## config.mk

```make
export PLATFORM = sky130hd
export DESIGN_NAME = t03_vga_timing_gen_flat
export DESIGN_NICKNAME = d
export VERILOG_FILES = /design/src/rtl/t03_vga_timing_gen_pkg.sv /design/src/rtl/t03_vga_timing_gen_if.sv /design/src/rtl/t03_vga_timing_gen_axis_counter.sv /design/src/rtl/t03_vga_timing_gen.sv /design/src/flat_wrapper.sv
export SDC_FILE = /design/constraint.sdc
export NUM_CORES = 1
export LEC_CHECK = 0
export ABC_AREA = 1
export CORE_UTILIZATION = 47
export DETAILED_ROUTE_END_ITERATION = 10
export PLACE_DENSITY = 0.68
export RECOVER_POWER = 100
export SETUP_SLACK_MARGIN = 0.3
export SYNTH_ARGS = -nofsm -noshare
export SYNTH_HDL_FRONTEND = slang
export SYNTH_SLANG_ARGS = --single-unit
```

## constraint.sdc

```tcl
create_clock -name clk -period 3.2 [get_ports clk]
set_input_delay 0.64 -clock clk [delete_from_list [all_inputs] [get_ports clk]]
set_output_delay 0.64 -clock clk [all_outputs]
set_load 0.01 [all_outputs]
```

## src/rtl/t03_vga_timing_gen_pkg.sv

```systemverilog
// Shared region type, default 800x600@60 timing and count helpers for the
// VGA raster timing generator.
package t03_vga_pkg;

  typedef enum logic [1:0] {SYNC, BACK, ACTIVE, FRONT} vga_region_t;

  localparam int DEF_CW       = 11;
  localparam int DEF_H_SYNC   = 128;
  localparam int DEF_H_BACK   = 88;
  localparam int DEF_H_ACTIVE = 800;
  localparam int DEF_H_FRONT  = 40;
  localparam int DEF_V_SYNC   = 4;
  localparam int DEF_V_BACK   = 23;
  localparam int DEF_V_ACTIVE = 600;
  localparam int DEF_V_FRONT  = 1;

  function automatic int vga_total(input int sync_w, input int back_w,
                                   input int active_w, input int front_w);
    return sync_w + back_w + active_w + front_w;
  endfunction

  // A zero-width back porch simply never matches, so that region is skipped.
  function automatic vga_region_t vga_region_of(input int cnt, input int sync_w,
                                                input int back_w, input int active_w);
    vga_region_t r;
    if (cnt < sync_w)                          r = SYNC;
    else if (cnt < sync_w + back_w)            r = BACK;
    else if (cnt < sync_w + back_w + active_w) r = ACTIVE;
    else                                       r = FRONT;
    return r;
  endfunction

endpackage

```

## src/rtl/t03_vga_timing_gen_if.sv

```systemverilog
// Pixel-strobe inputs and raster outputs of t03_vga_timing_gen.
// T03_VGA_FRAME_CNT_EN adds the frame_cnt and vblank signals.
interface t03_vga_timing_gen_if #(
  parameter int CW = 11
);
  logic          pix_en;
  logic          restart;
  logic          hsync;
  logic          vsync;
  logic          at_display;
  logic [CW-1:0] px_x;
  logic [CW-1:0] px_y;
  logic          line_start;
  logic          frame_start;

`ifdef T03_VGA_FRAME_CNT_EN
  logic [15:0]   frame_cnt;
  logic          vblank;

  modport master (
    output pix_en, restart,
    input  hsync, vsync, at_display, px_x, px_y, line_start, frame_start,
           frame_cnt, vblank
  );
  modport slave (
    input  pix_en, restart,
    output hsync, vsync, at_display, px_x, px_y, line_start, frame_start,
           frame_cnt, vblank
  );
`else
  modport master (
    output pix_en, restart,
    input  hsync, vsync, at_display, px_x, px_y, line_start, frame_start
  );
  modport slave (
    input  pix_en, restart,
    output hsync, vsync, at_display, px_x, px_y, line_start, frame_start
  );
`endif

endinterface

```

## src/rtl/t03_vga_timing_gen_axis_counter.sv

```systemverilog
// One raster axis: position counter plus SYNC/BACK/ACTIVE/FRONT region FSM,
// exposing the next-state decode so the parent can register zero-latency outputs.
//   state  | meaning
//   SYNC   | cnt in [0, SYNC_W-1], sync pulse asserted
//   BACK   | back porch, skipped when BACK_W = 0
//   ACTIVE | visible pixels / lines
//   FRONT  | front porch, skipped when FRONT_W = 0
module t03_vga_axis_counter
  import t03_vga_pkg::*;
#(
  parameter int CW       = 11,
  parameter int SYNC_W   = 128,
  parameter int BACK_W   = 88,
  parameter int ACTIVE_W = 800,
  parameter int FRONT_W  = 40
) (
  input  logic          clk,
  input  logic          nRst,
  input  logic          inc,
  input  logic          clear,
  output logic [CW-1:0] cnt,
  output vga_region_t   region,
  output logic          wrap,
  output logic [CW-1:0] cnt_next,
  output vga_region_t   region_next
);

  localparam int            TOTAL = vga_total(SYNC_W, BACK_W, ACTIVE_W, FRONT_W);
  localparam logic [CW-1:0] LAST  = CW'(TOTAL - 1);

  if (TOTAL > (2 ** CW)) begin : g_total_chk
    $error("t03_vga_axis_counter: total count %0d does not fit in %0d bits", TOTAL, CW);
  end
  if (SYNC_W < 1 || ACTIVE_W < 1 || BACK_W < 0 || FRONT_W < 0) begin : g_width_chk
    $error("t03_vga_axis_counter: SYNC and ACTIVE need >= 1, porches >= 0");
  end

  // Clear wins over a coincident wrap, so wrap never fires on a clear edge.
  always_comb begin
    wrap = inc && !clear && (cnt == LAST);
    if (clear || wrap) cnt_next = '0;
    else if (inc)      cnt_next = cnt + 1'b1;
    else               cnt_next = cnt;
    region_next = vga_region_of(int'(cnt_next), SYNC_W, BACK_W, ACTIVE_W);
  end

  always_ff @(posedge clk or negedge nRst) begin
    if (!nRst) begin
      cnt    <= '0;
      region <= SYNC;
    end else begin
      cnt    <= cnt_next;
      region <= region_next;
    end
  end

endmodule

```

## src/rtl/t03_vga_timing_gen.sv

```systemverilog
// Parametrised VGA raster timing generator: registered sync, display-enable,
// coordinates and line/frame pulses. T03_VGA_FRAME_CNT_EN adds frame_cnt/vblank.
module t03_vga_timing_gen
  import t03_vga_pkg::*;
#(
  parameter int CW       = DEF_CW,
  parameter int H_SYNC   = DEF_H_SYNC,
  parameter int H_BACK   = DEF_H_BACK,
  parameter int H_ACTIVE = DEF_H_ACTIVE,
  parameter int H_FRONT  = DEF_H_FRONT,
  parameter int V_SYNC   = DEF_V_SYNC,
  parameter int V_BACK   = DEF_V_BACK,
  parameter int V_ACTIVE = DEF_V_ACTIVE,
  parameter int V_FRONT  = DEF_V_FRONT,
  parameter int HS_NEG   = 1,
  parameter int VS_NEG   = 1
) (
  input logic                  clk,
  input logic                  nRst,
  t03_vga_timing_gen_if.slave  vga
);

  localparam logic [CW-1:0] H_OFF  = CW'(H_SYNC + H_BACK);
  localparam logic [CW-1:0] V_OFF  = CW'(V_SYNC + V_BACK);
  localparam logic          HS_ACT = (HS_NEG == 0);
  localparam logic          VS_ACT = (VS_NEG == 0);

  logic [CW-1:0] h_cnt, h_cnt_next, v_cnt, v_cnt_next;
  vga_region_t   h_region, h_region_next, v_region, v_region_next;
  logic          h_wrap, v_wrap;
  logic          v_inc;
  logic          disp_next;
  logic          fs_next;
  logic          unused_state;

  assign v_inc = vga.pix_en & h_wrap;

  t03_vga_axis_counter #(
    .CW(CW), .SYNC_W(H_SYNC), .BACK_W(H_BACK), .ACTIVE_W(H_ACTIVE), .FRONT_W(H_FRONT)
  ) u_h_axis (
    .clk         (clk),
    .nRst        (nRst),
    .inc         (vga.pix_en),
    .clear       (vga.restart),
    .cnt         (h_cnt),
    .region      (h_region),
    .wrap        (h_wrap),
    .cnt_next    (h_cnt_next),
    .region_next (h_region_next)
  );

  t03_vga_axis_counter #(
    .CW(CW), .SYNC_W(V_SYNC), .BACK_W(V_BACK), .ACTIVE_W(V_ACTIVE), .FRONT_W(V_FRONT)
  ) u_v_axis (
    .clk         (clk),
    .nRst        (nRst),
    .inc         (v_inc),
    .clear       (vga.restart),
    .cnt         (v_cnt),
    .region      (v_region),
    .wrap        (v_wrap),
    .cnt_next    (v_cnt_next),
    .region_next (v_region_next)
  );

  // Outputs are driven from the next-state decode; the registered copies stay internal.
  assign unused_state = ^{h_cnt, v_cnt, h_region, v_region};

  assign disp_next = (h_region_next == ACTIVE) && (v_region_next == ACTIVE);
  assign fs_next   = vga.restart | (h_wrap & v_wrap);

  always_ff @(posedge clk or negedge nRst) begin
    if (!nRst) begin
      vga.hsync       <= HS_ACT;
      vga.vsync       <= VS_ACT;
      vga.at_display  <= 1'b0;
      vga.px_x        <= '0;
      vga.px_y        <= '0;
      vga.line_start  <= 1'b0;
      vga.frame_start <= 1'b0;
    end else begin
      vga.hsync       <= (h_region_next == SYNC) ? HS_ACT : ~HS_ACT;
      vga.vsync       <= (v_region_next == SYNC) ? VS_ACT : ~VS_ACT;
      vga.at_display  <= disp_next;
      vga.px_x        <= disp_next ? (h_cnt_next - H_OFF) : '0;
      vga.px_y        <= disp_next ? (v_cnt_next - V_OFF) : '0;
      vga.line_start  <= vga.restart | h_wrap;
      vga.frame_start <= fs_next;
    end
  end

`ifdef T03_VGA_FRAME_CNT_EN
  always_ff @(posedge clk or negedge nRst) begin
    if (!nRst) begin
      vga.frame_cnt <= '0;
      vga.vblank    <= 1'b1;
    end else begin
      if (fs_next) vga.frame_cnt <= vga.frame_cnt + 16'd1;
      vga.vblank <= (v_region_next != ACTIVE);
    end
  end
`endif

endmodule

```

## src/flat_wrapper.sv

```systemverilog
// flat-port wrapper written by rule: the top's interface ports become plain ports
module t03_vga_timing_gen_flat import t03_vga_pkg::*;
#(
  parameter int CW       = DEF_CW,
  parameter int H_SYNC   = DEF_H_SYNC,
  parameter int H_BACK   = DEF_H_BACK,
  parameter int H_ACTIVE = DEF_H_ACTIVE,
  parameter int H_FRONT  = DEF_H_FRONT,
  parameter int V_SYNC   = DEF_V_SYNC,
  parameter int V_BACK   = DEF_V_BACK,
  parameter int V_ACTIVE = DEF_V_ACTIVE,
  parameter int V_FRONT  = DEF_V_FRONT,
  parameter int HS_NEG   = 1,
  parameter int VS_NEG   = 1
)
  (clk, nRst, vga_pix_en, vga_restart, vga_hsync, vga_vsync, vga_at_display, vga_px_x, vga_px_y, vga_line_start, vga_frame_start);
  t03_vga_timing_gen_if #(.CW(CW)) vga_i ();
  input logic clk;
  input logic nRst;
  input wire logic [$bits(vga_i.pix_en)-1:0] vga_pix_en;
  input wire logic [$bits(vga_i.restart)-1:0] vga_restart;
  output wire logic [$bits(vga_i.hsync)-1:0] vga_hsync;
  output wire logic [$bits(vga_i.vsync)-1:0] vga_vsync;
  output wire logic [$bits(vga_i.at_display)-1:0] vga_at_display;
  output wire logic [$bits(vga_i.px_x)-1:0] vga_px_x;
  output wire logic [$bits(vga_i.px_y)-1:0] vga_px_y;
  output wire logic [$bits(vga_i.line_start)-1:0] vga_line_start;
  output wire logic [$bits(vga_i.frame_start)-1:0] vga_frame_start;
  assign vga_i.pix_en = vga_pix_en;
  assign vga_i.restart = vga_restart;
  assign vga_hsync = vga_i.hsync;
  assign vga_vsync = vga_i.vsync;
  assign vga_at_display = vga_i.at_display;
  assign vga_px_x = vga_i.px_x;
  assign vga_px_y = vga_i.px_y;
  assign vga_line_start = vga_i.line_start;
  assign vga_frame_start = vga_i.frame_start;
  t03_vga_timing_gen #(.CW(CW), .H_SYNC(H_SYNC), .H_BACK(H_BACK), .H_ACTIVE(H_ACTIVE), .H_FRONT(H_FRONT), .V_SYNC(V_SYNC), .V_BACK(V_BACK), .V_ACTIVE(V_ACTIVE), .V_FRONT(V_FRONT), .HS_NEG(HS_NEG), .VS_NEG(VS_NEG)) u_core (.clk(clk), .nRst(nRst), .vga(vga_i));
endmodule
```

==> metrics.md <==
| Metric | Value |
|---|---|
| Post-Syn Area | 0.00287 sq mm |
| Synth async-reset ratio | 100% |
| Clock skew | between 10 and 15 ps |
| WL met1 | about 2600 um |
| I/O pins | 31 |
| Leakage | between 1.5 and 2 nW |
| CP max FO | 10 |
| # rows | 28 |
| Die height | 80.1 um |
| Clock-pin slew on the worst setup and hold paths | 90 ps |
| Hold_ws | 587 ps |
| Syn Inst Count | approximately 370 |
| First DRT Iteration DRCs | approximately 110 |
| TritonCTS buffer count | 5 |
| Peak VDD IR | ~330 uV |
| WL final | 5850 um |
| Clk Latency, worst-skew pair | 300 ps |
| Antenna Nets Post-Route | 0 |
| Max-slew headroom | between 10% and 20% |
| CTS sink count | approximately 50 |
| CTS tree | built |
| Final nets | roughly 420 |
| Cts hold-fix bufs | 0 |
| Initial Utilization | between 40 and 50% |
| Global-route wire length before repair | between 10000 and 15000 um |
| TritonRoute pass-1 iters | 7 |
| Sequential cell area fraction in the yosys report | a little over two fifths |
| Post-Syn Area per Cell | around 7.7 sq um |
| Final Power | 0.00103 W |
| PortBufs | 30 |
| Ys flop type | dfrtp_1 |
| Worst EP required | around 3400 ps |
| RSZ-0062 raised after global routing | no |
| GRT overflow | 0 |
| Vias | roughly 2.4k |
| Initial antenna violation count | 0 |
| #FFs+latches synth | 49 |
| Seq. cell area | about 0.0012 sq mm |
| CTS root buf | clkbuf_8 |
| Largest area contributor in the netlist | dfrtp_1 |
| Post-CTS setup buffers | 0 |
| H-tree Lvls | 2 |
| Fmax | about 360 MHz |
| Total GRT Usage | between 20% and 30% |
| Met3 routed WL | around 150 um |
| Multi-input logic area | roughly 0.0013 sq mm |
| WL/cell | around 12 um |
| Share of layout cells above drive strength 1 | roughly 12% |
| N_diodes | 0 |
| CTS Buffer Depth | 2 |
| Area Growth Syn to Fin | 14.7% |
| Vias in the first global route | roughly 2.3k |
| FILL cells | about 590 |
| WL met2 | a little over 3000 um |
| Die area | ~0.0064 sq mm |
| Syn nets | 381 |
| Least-Margin Pin Slew | between 1000 and 1500 ps |
| Min cycle time layout | 2760 ps |
| Post-synth EDFFs | 0 |
| Count leader, synth | nand2_1 |
| Die width | 80.1 um |
| Warning count from the yosys run | 0 |
| Max Cap Viol | 0 |
| CTS resizes | 0 |
| Core region area | around 0.0059 sq mm |
| Routability cong. | roughly 0.82 |
| Top Layer Used | met4 |
| CP endpoint kind | flop |
| Failing checks | DRC |
| DR vias/cell | 4.82 |
| Hold Crit Class | primary input to async pin |
| Endpoints failing setup | 0 |
| Pin count of the biggest net entering global routing | 50 |
| Final Hold Fails | 0 |
| Area contributors post-synth | dfrtp_1 (43%), nand2_1 (15%), inv_1 (6.4%) |
| Post-DP HPWL | approximately 4500 um |
| Outcome | complete, but fails checks |
| Yosys cell types | 26 |
| Drt drc | 1 |
| Post-route clock period utilization | 86.4% |
| Synth cell count leaders | nand2_1 (116), dfrtp_1 (49), inv_1 (49) |
| Critical Path Start Type | primary input |
| Max-slew violations | 0 |
| Crit path kind | primary input to flop |
| Worst Path Arrival | roughly 3000 ps |
| Pwr/cell area | 312 mW/mm^2 |
| Setup TNS | 0 ps |
| Share of the synthesized area in the top cell type | a little over two fifths |
[report_power, final]
part	switching (W)	leakage, nW	internal (W)	total (W)
Combinational	0.0000290	1.20	0.0000109	0.0000399
Clock	0.000205	0.0456	0.000156	0.000361
Sequential	0.00000207	0.680	0.000622	0.000624
[per-stage QoR]
step | setup WS [ps] | utilization, % | cells | cell area [sq um]
after floorplan | 733 | - | 373 | 2870
after global placement | 128 | 55.6 | 482 | 3270
after detailed placement | 67.1 | 55.6 | 482 | 3270
after CTS | 372 | 57.0 | 490 | 3360
after global routing | 211 | 55.9 | 490 | 3290
final | 437 | 55.9 | 490 | 3290
[critical path: stages]
cell and delay, ps:
clkdlybuf4s50_1 390, inv_1 80, nand2_1 50, nor2_1 200
nand3_4 130, buf_4 210, nand2_2 70, nand2_2 70
nor2_1 280, inv_2 70, nand2_2 80, inv_2 60
nand2_2 90, inv_2 40, nand2_2 70, nand4_4 70
clkbuf_2 240, nor2_1 140
[layout by cell type, fill, tap and decap left out, types with 2 or more instances in the layout]
master	count
nand2_1	121
inv_1	51
dfrtp_1	49
nor2_1	48
nand3_1	27
dlygate4sd3_1	27
xor2_1	12
nor2_2	11
nand2_2	9
nand4_1	7
inv_2	5
clkbuf_8	5
buf_4	5
o21ai_0	4
nor3_1	4
ha_1	4
nor2_4	3
a21oi_1	3
xnor2_1	3
clkbuf_1	3
clkbuf_2	2
[kinds of logic (layout without fill, tap and decap cells)]
family | count (synthesis) | in the layout | share of synthesized area, %
AO/OA/AOI/OAI | 7 | 7 | 1.35
XOR/XNOR | 15 | 15 | 4.58
adder cells (fa/ha/maj) | 4 | 4 | 1.75
buffers and inverters | 60 | 102 | 8.90
flip-flops | 49 | 49 | 42.8
AND/OR/NAND/NOR | 238 | 238 | 40.6
[state kept, by name, indices dropped and copies added (netlist names)]
register                cells
u_core.u_h_axis.cnt        11
u_core.u_v_axis.cnt        11
u_core.vga.px_x            11
u_core.vga.px_y            11
u_core.vga.at_display       1
u_core.vga.frame_start      1
u_core.vga.hsync            1
u_core.vga.line_start       1
u_core.vga.vsync            1
[per-layer routing]
layer / GRT usage [%] / vias to the layer above
li1: - / 1216
met3: 3.52 / 8
met1: 25.8 / 1103
met5: 0 / -
met4: 6.43 / 0
met2: 36.3 / 35
[final timing paths]
path / startpoint / endpoint / slack, ps / depth (start not counted)
setup / recovery: vga_restart / u_core.vga.px_x[3] / 440 / 18
hold / removal: nRst / u_core.u_h_axis.cnt[0] / 590 / 1
hold reg to reg: u_core.u_h_axis.cnt[1] / u_core.u_h_axis.cnt[1] / 630 / 4
max in group asynchronous: nRst / u_core.u_v_axis.cnt[1] / 1880 / 1
min in group clk: u_core.u_h_axis.cnt[1] / u_core.u_h_axis.cnt[1] / 630 / 4
setup reg to reg: u_core.u_h_axis.cnt[1] / u_core.vga.px_x[3] / 670 / 17
[area by class of cell]
| class | count | area share [%] |
|---|---|---|
| clock buffers | 6 | 2.21 |
| clock inverters | 2 | 0.419 |
| inverters | 56 | 6.39 |
| multi-input cells | 264 | 40.3 |
| flip-flops and latches | 49 | 37.3 |
| well taps | 75 | 2.85 |
| repair buffers | 38 | 10.6 |
(Power assumes the default switching activity.)
